[src/rtl/alu_pkg.sv]
// Shared definitions for the registered ALU: datapath width, unit selects,
// opcodes and compare result codes.
package alu_pkg;

    localparam int WIDTH = 16;

    // Unit select, ALU_FUN[3:2]
    localparam logic [1:0] ARITH = 2'b00;
    localparam logic [1:0] LOGIC = 2'b01;
    localparam logic [1:0] CMP   = 2'b10;
    localparam logic [1:0] SHIFT = 2'b11;

    localparam logic [3:0] OP_ADD  = 4'b0000;
    localparam logic [3:0] OP_SUB  = 4'b0001;
    localparam logic [3:0] OP_MUL  = 4'b0010;
    localparam logic [3:0] OP_DIV  = 4'b0011;
    localparam logic [3:0] OP_AND  = 4'b0100;
    localparam logic [3:0] OP_OR   = 4'b0101;
    localparam logic [3:0] OP_NAND = 4'b0110;
    localparam logic [3:0] OP_NOR  = 4'b0111;
    localparam logic [3:0] OP_NOP  = 4'b1000;
    localparam logic [3:0] OP_EQ   = 4'b1001;
    localparam logic [3:0] OP_GT   = 4'b1010;
    localparam logic [3:0] OP_LT   = 4'b1011;
    localparam logic [3:0] OP_SHRA = 4'b1100;
    localparam logic [3:0] OP_SHLA = 4'b1101;
    localparam logic [3:0] OP_SHRB = 4'b1110;
    localparam logic [3:0] OP_SHLB = 4'b1111;

    localparam logic [1:0] CMP_EQ = 2'd1;
    localparam logic [1:0] CMP_GT = 2'd2;
    localparam logic [1:0] CMP_LT = 2'd3;

endpackage

[src/rtl/alu_decoder.sv]
// Unit-select decoder: turns ALU_FUN[3:2] into one-hot unit enables that
// gate both the unit result registers and the flag register.
module alu_decoder
    import alu_pkg::*;
(
    input  logic [1:0] unit_sel,
    output logic [3:0] unit_en
);

    // NOTE: every output of a combinational block gets a default first so no
    // path through the case leaves it unassigned and infers a latch.
    always_comb begin
        unit_en = '0;
        case (unit_sel)
            ARITH: unit_en[0] = 1'b1;
            LOGIC: unit_en[1] = 1'b1;
            CMP:   unit_en[2] = 1'b1;
            SHIFT: unit_en[3] = 1'b1;
            default: unit_en = '0;
        endcase
    end

endmodule

[src/rtl/alu_top.sv]
// 16-bit registered ALU: four units each with their own result register;
// only the selected unit loads a result, the others are cleared.
module alu_top
    import alu_pkg::*;
#(
    parameter int WIDTH = alu_pkg::WIDTH
) (
    input  logic             CLK,
    input  logic             RST,
    input  logic [WIDTH-1:0] A,
    input  logic [WIDTH-1:0] B,
    input  logic [3:0]       ALU_FUN,
    output logic [WIDTH-1:0] Arith_Out,
    output logic             Carry_Out,
    output logic [WIDTH-1:0] Logic_Out,
    output logic [WIDTH-1:0] CMP_Out,
    output logic [WIDTH-1:0] SHIFT_Out,
    output logic [3:0]       flags_reg
);

    logic [3:0]       unit_en;
    logic [WIDTH:0]   sum;
    logic [WIDTH:0]   diff;
    logic [2*WIDTH-1:0] prod;
    logic [WIDTH-1:0] arith_nxt;
    logic             carry_nxt;
    logic [WIDTH-1:0] logic_nxt;
    logic [WIDTH-1:0] cmp_nxt;
    logic [WIDTH-1:0] shift_nxt;

    alu_decoder u_decoder (
        .unit_sel (ALU_FUN[3:2]),
        .unit_en  (unit_en)
    );

    // Bit WIDTH of the extended difference is the borrow (set when A < B).
    assign sum  = {1'b0, A} + {1'b0, B};
    assign diff = {1'b0, A} - {1'b0, B};
    assign prod = {{WIDTH{1'b0}}, A} * {{WIDTH{1'b0}}, B};

    always_comb begin
        arith_nxt = '0;
        carry_nxt = 1'b0;
        case (ALU_FUN)
            OP_ADD: {carry_nxt, arith_nxt} = sum;
            OP_SUB: {carry_nxt, arith_nxt} = diff;
            OP_MUL: begin
                arith_nxt = prod[WIDTH-1:0];
                carry_nxt = |prod[2*WIDTH-1:WIDTH];
            end
            OP_DIV: begin
                if (B == '0) carry_nxt = 1'b1;
                else         arith_nxt = A / B;
            end
            default: ;
        endcase
    end

    always_comb begin
        logic_nxt = '0;
        case (ALU_FUN)
            OP_AND:  logic_nxt = A & B;
            OP_OR:   logic_nxt = A | B;
            OP_NAND: logic_nxt = ~(A & B);
            OP_NOR:  logic_nxt = ~(A | B);
            default: ;
        endcase
    end

    always_comb begin
        cmp_nxt = '0;
        case (ALU_FUN)
            OP_NOP: cmp_nxt = '0;
            OP_EQ:  if (A == B) cmp_nxt = {{(WIDTH-2){1'b0}}, CMP_EQ};
            OP_GT:  if (A > B)  cmp_nxt = {{(WIDTH-2){1'b0}}, CMP_GT};
            OP_LT:  if (A < B)  cmp_nxt = {{(WIDTH-2){1'b0}}, CMP_LT};
            default: ;
        endcase
    end

    always_comb begin
        shift_nxt = '0;
        case (ALU_FUN)
            OP_SHRA: shift_nxt = A >> 1;
            OP_SHLA: shift_nxt = A << 1;
            OP_SHRB: shift_nxt = B >> 1;
            OP_SHLB: shift_nxt = B << 1;
            default: ;
        endcase
    end

    // NOTE: registers are written with non-blocking assignments so every
    // unit samples the same pre-edge values regardless of block order.
    always_ff @(posedge CLK or negedge RST) begin
        if (!RST) begin
            Arith_Out <= '0;
            Carry_Out <= 1'b0;
        end else if (unit_en[0]) begin
            Arith_Out <= arith_nxt;
            Carry_Out <= carry_nxt;
        end else begin
            Arith_Out <= '0;
            Carry_Out <= 1'b0;
        end
    end

    always_ff @(posedge CLK or negedge RST) begin
        if (!RST)            Logic_Out <= '0;
        else if (unit_en[1]) Logic_Out <= logic_nxt;
        else                 Logic_Out <= '0;
    end

    always_ff @(posedge CLK or negedge RST) begin
        if (!RST)            CMP_Out <= '0;
        else if (unit_en[2]) CMP_Out <= cmp_nxt;
        else                 CMP_Out <= '0;
    end

    always_ff @(posedge CLK or negedge RST) begin
        if (!RST)            SHIFT_Out <= '0;
        else if (unit_en[3]) SHIFT_Out <= shift_nxt;
        else                 SHIFT_Out <= '0;
    end

    always_ff @(posedge CLK or negedge RST) begin
        if (!RST) flags_reg <= '0;
        else      flags_reg <= unit_en;
    end

endmodule

[config.mk]
export PLATFORM = sky130hd
export DESIGN_NAME = alu_top
export DESIGN_NICKNAME = d
export VERILOG_FILES = /design/src/rtl/alu_pkg.sv /design/src/rtl/alu_decoder.sv /design/src/rtl/alu_top.sv
export SDC_FILE = /design/constraint.sdc
export NUM_CORES = 1
export LEC_CHECK = 0
export CAP_MARGIN = 10
export CELL_PAD_IN_SITES_DETAIL_PLACEMENT = 1
export CELL_PAD_IN_SITES_GLOBAL_PLACEMENT = 2
export CORE_MARGIN = 2
export CORE_UTILIZATION = 41
export CTS_CLUSTER_SIZE = 24
export DETAILED_ROUTE_END_ITERATION = 6
export PLACE_DENSITY_LB_ADDON = 0.25
export REMOVE_ABC_BUFFERS = 1
export SETUP_SLACK_MARGIN = 0.2
export SYNTH_ARGS = -nofsm -noshare
export SYNTH_HDL_FRONTEND = slang
export SYNTH_SLANG_ARGS = --single-unit
export TNS_END_PERCENT = 5
[constraint.sdc]
create_clock -name CLK -period 1 [get_ports CLK]
set_clock_uncertainty 0.05 [all_clocks]
set_input_delay 0.2 -clock CLK [delete_from_list [all_inputs] [get_ports CLK]]
set_output_delay 0.2 -clock CLK [all_outputs]
set_load 0.01 [all_outputs]
==> results.md, run 1 <==
* Worst_ep grt: Arith_Out[0]$_DFF_PN0_/D
* Largest net degree at the start of global routing at 56
* Register area share after synthesis at under 10%
* Post-synth ARST share at 100%
* Synth Warn # at 0
* TritonCTS buffer count at 5
* PortBufs at 92
* Number of flops mapped to enable cells by yosys at 0
* Synth Register Bits at 55
* Grt ovf at 16
* H-tree levels at 2
* Synth cell types at 92
* Status: did not finish
* Error msg: [ERROR GRT-0232] Routing congestion too high. Check the congestion heatmap in the GUI.
* Most used DFF post-synth: dfrtp_1
* Synth Instances at between 2000 and 2500
* Worst_ep kind: sequential cell input
* Die Height at around 220 µm
* # IOs at roughly 110
* Mapped Area at 19600 µm²
* Halt Stage: global routing
* CTS max path bufs at 2
* Gr usage total at ~75%
* Starting Density at about two fifths
* Die Span X at 223 µm
* Detailed Place HPWL at between 70000 and 80000 µm
* Number of clock sinks at 55
* Setup WS pre-CTS at -25.86 ns
* Routability cong. at approximately 1.1
* Site Rows at 80
* Root buffer cell: clkbuf_16
* Syn_area_per_cell at 7.87 µm²
synthesized netlist by cell type, drive strengths merged (19+ instances only):
master  instances  area, µm²
inv           324       1220
fa            196       3920
a22oi          34        255
nand3          40        200
a21o           40        300
ha            291       3640
clkbuf         81        304
xnor2          64        561
a21oi         124        639
and3           19        119
mux2           26        297
o21a           40        300
mux2i          27        270
nand2b         25        156
xor2           34        298
a211oi         25        200
a31oi          28        175
nor2b          22        138
nor2          315       1190
o211ai         20        150
buf            37        215
or3            21        131
nand2         213        800
nor3           62        332
dfrtp          55       1380
o21ai          94        482
routing by layer:
metal / GRT overflow / global-route usage, %
met1: 0 / 73.3
met2: 9 / 91.0
met4: 7 / 77.0
met3: 0 / 59.9
met5: 0 / 39.3
cells by family after synthesis:
logic type | count (synthesis) | share of synthesized area [%]
DFF | 55 | 7.01
other | 1 | 0.0191
adders and majority gates | 487 | 38.5
buffers and inverters | 448 | 8.95
and+or+nand+nor | 789 | 18.3
AOI/OAI and AO/OA | 566 | 20.0
xor gates and xnor gates | 98 | 4.37
muxes | 53 | 2.89
metrics by stage:
stage	TNS (ns)	util, %	cell area, µm²	cells	hold slack [ns]
4_1_cts	-220.93	63.2	30000	4025	0.230
3_5_place_dp	-274.47	56.0	26600	3854	0.172
3_3_place_gp	-257.90	56.0	26600	3854	0.164
2_1_floorplan	-223.72	-	19200	2392	-0.146
repair_timing:
action	CTS
endpoints found under the hold margin	55
resized for setup	607
endpoints found under the setup margin	110
setup buffers	161
gates cloned	1
pin swaps	194
hold buffers	1
==> inputs of run 2 (changes only) <==
Settings changed: CELL_PAD_IN_SITES_DETAIL_PLACEMENT 1 to default, CELL_PAD_IN_SITES_GLOBAL_PLACEMENT 2 to default, CORE_UTILIZATION 41 to 30, CTS_CLUSTER_SIZE 24 to default, PLACE_DENSITY_LB_ADDON 0.25 to 0.15, SETUP_SLACK_MARGIN 0.2 to default.
==> results.md, run 2 <==
* Register area share after synthesis at 7.01% (unchanged)
* Starting Density at 30.4% (-11 points)
* CP Class: input port to flip-flop
* Die Height at 260 µm (+17%)
* Commonest non-fill, non-tap cell in the layout: buf_4
* Int Pwr at 0.0382 W
* Fillcell total at 6419
* Total Power at 0.0762 W
* Initial antenna violation count at 1
* Rel. slew slack at 19.8%
* Post-synth ARST share at 100% (unchanged)
* Most used DFF post-synth: dfrtp_1
* Grt met2 use at roughly 44%
* Synth Register Bits at 55 (unchanged)
* Top-count cell post-synth: inv_1
* Remaining DRCs at 0
* RSZ-0062 raised after global routing: true
* # IOs at 107 (unchanged)
* Core area at ~65000 µm²
* DRT iter0 DRCs at approximately 1400
* Biggest regs: Arith_Out: 16 flops, Logic_Out: 16 flops, SHIFT_Out: 16 flops
* CTS max path bufs at 2 (unchanged)
* Layout cell share with drive strength beyond 1 at ~40%
* DRT Pass-1 Iters at 5
* Met1 Use GR at 36.3%
* CTS tree: yes
* Worst setup margin at -22.37 ns
* Mapped Area at 19600 µm² (unchanged)
* Worst Path Arrival at between 20 and 25 ns
* Multi-input gate area at between 15000 and 20000 µm²
* Sequential Area at around 1400 µm²
* P_leak at between 15 and 20 nW
* Via/cell ratio at about 5.2
* Status: finished, violations left
* Synth Warn # at 0 (unchanged)
* Synth cell types at 92 (unchanged)
* Failing checks: setup timing
* Via count at roughly 22000
* Drt total wl at 91700 µm
* CP max FO at 7
* First-pass GRT wire length at between 100000 and 150000 µm
* Grt ovf at 0
* Slowest stage delay, CP at approximately 0.55 ns
* Peak supply drop at roughly 4.6 mV
* Final Critical Period at between 20 and 25 ns
* Fin nets at 3922
* Post-route ant nets at 0
* Number of flops mapped to enable cells by yosys at 0 (unchanged)
* Root buffer cell: clkbuf_16
* TritonCTS buffer count at 5 (unchanged)
* Number of clock sinks at 55 (unchanged)
* Clock-pin slew on the worst setup and hold paths at 0.08 ns
* Sequential power share at approximately 3.4%
* Largest net degree at the start of global routing at 34
* Area Growth Syn to Fin at 56.0%
* Slew @ Worst Pin at between 1 and 1.5 ns
* Type of origin of the critical path: input port
* Gr usage total at 26.6%
* Fin crit share at 2340%
* Die footprint at 67500 µm²
* Final Hold Vio Count at 0
* Busiest grt layer: met2
* Ranking of synthesized cells by area: fa_1 20%, ha_1 19%, dfrtp_1 7.0%
* Routability cong. at 0.980 (-11%)
* Max-cap violation count at 0
* Slowest-stage cell, CP: or4_4
* GRT met3 Usage at 2.81%
* Hold WS at between 0.2 and 0.25 ns
* Leading cell types by count after synthesis: 318 x inv_1, 312 x nor2_1, 291 x ha_1, 213 x nand2_1, 196 x fa_1
* Synth area leader: fa_1
* Top-area cell type share of the netlist area at 20.0% (unchanged)
* Synth Instances at 2497 (unchanged)
* Syn_area_per_cell at 7.87 µm² (unchanged)
* Fmax achieved at 42.8 MHz
* NetSw at ~0.038 W
* Power Density at roughly 2500 nW/µm²
* Per-cell routed wire length at ~22 µm
* Combinational power share at ~94%
* CP Capture Type: flip-flop
* PortBufs at 92 (unchanged)
* Site Rows at 93 (+16%)
* H-tree levels at 2 (unchanged)
* Setup violations, final at around 110
* Detailed Place HPWL at 71500 µm (-5.8%)
* Clk pwr share at under 10%
* Hold Path Class: input port to asynchronous set/reset pin
* Slew Viols, Final at 0
* Worst endpoint required time at about 1.2 ns
* Commonest cells after routing, fill and taps aside: 805 x buf_4, 311 x inv_1, 294 x nor2_1
* Net Sw Frac at between 40% and 50%
* Vias in the first global route at around 23000
* Die Span X at 260 µm (+17%)
-- run 2: cell counts after synthesis --
No cell type changed its count.
-- run 2: kinds of logic after synthesis --
logic type | after synthesis | share of synthesized area [%]
compound gates | 566 | 20.0
xor+xnor | 98 | 4.37
fa+ha+maj | 487 | 38.5
buf+inv | 448 | 8.95
flops | 55 | 7.01
mux | 53 | 2.89
other cells | 1 | 0.0191
simple gates | 789 | 18.3
-- run 2: metal layers --
metal  part of all wire [%]  wire length (µm)
met1                     45             41000
met2                     46             42400
met3                    5.0              4560
met4                    4.0              3670
met5                  0.014                13
-- run 2: metrics by stage --
stage	instances	utilization (%)	worst slack (ns)	cell area, µm²	setup TNS (ns)
after detailed placement	4129	42.1	-25.38	27200	-265.69
after global routing	4253	47.5	-23.24	30600	-213.65
after CTS	4212	45.3	-22.01	29300	-205.65
final	4254	47.5	-22.37	30600	-204.79
after floorplan	2392	-	-27.40	19200	-223.72
after global placement	4129	42.1	-24.81	27200	-262.25
-- run 2: final timing paths --
kind                             from  cells after the start            end
worst max-delay path             A[2]                    126   Arith_Out[0]
worst min-delay path              RST                      2   Logic_Out[0]
max in group asynchronous         RST                      3  SHIFT_Out[12]
min in group CLK           ALU_FUN[2]                      3   flags_reg[2]
-- run 2: cell type report --
type	instances	share of cell area, %
antenna	1	0.00816
clock buffer	6	0.420
clock inverter	2	0.0531
inverter	330	4.11
multi-input combinational	2007	61.0
sequential	55	4.49
tap	855	3.49
timing repair buffer	998	26.4
-- run 2: worst max-delay path: cells and delay by family --
family                   cells  cell delay [ns]
AND/OR/NAND/NOR             23             3.47
buffers and inverters       15             2.32
AO/OA/AOI/OAI               68            12.26
adder cells (fa/ha/maj)     15             3.68
multiplexers                 5             1.59
-- run 2: timing repair --
action                                 4_1_cts  5_1_grt
endpoints found under the hold margin       55        0
setup endpoints to repair                  107      106
hold buffers                                 1        0
resized for setup                          663      245
pin swaps                                  152      134
buffers inserted                            77       43
cloned                                       1        0
-- run 2: power by group through the flow --
stage	Combinational, W	Clock [W]	Sequential [W]
global route	0.0766	0.00198	0.00260
detailed placement	0.0677	0	0.00263
CTS	0.0693	0.00190	0.00258
floorplan	0.0336	0	0.00268
global placement	0.0671	0	0.00264
finish	0.0718	0.00186	0.00259
Note: power is estimated with default switching activity, not from simulation.
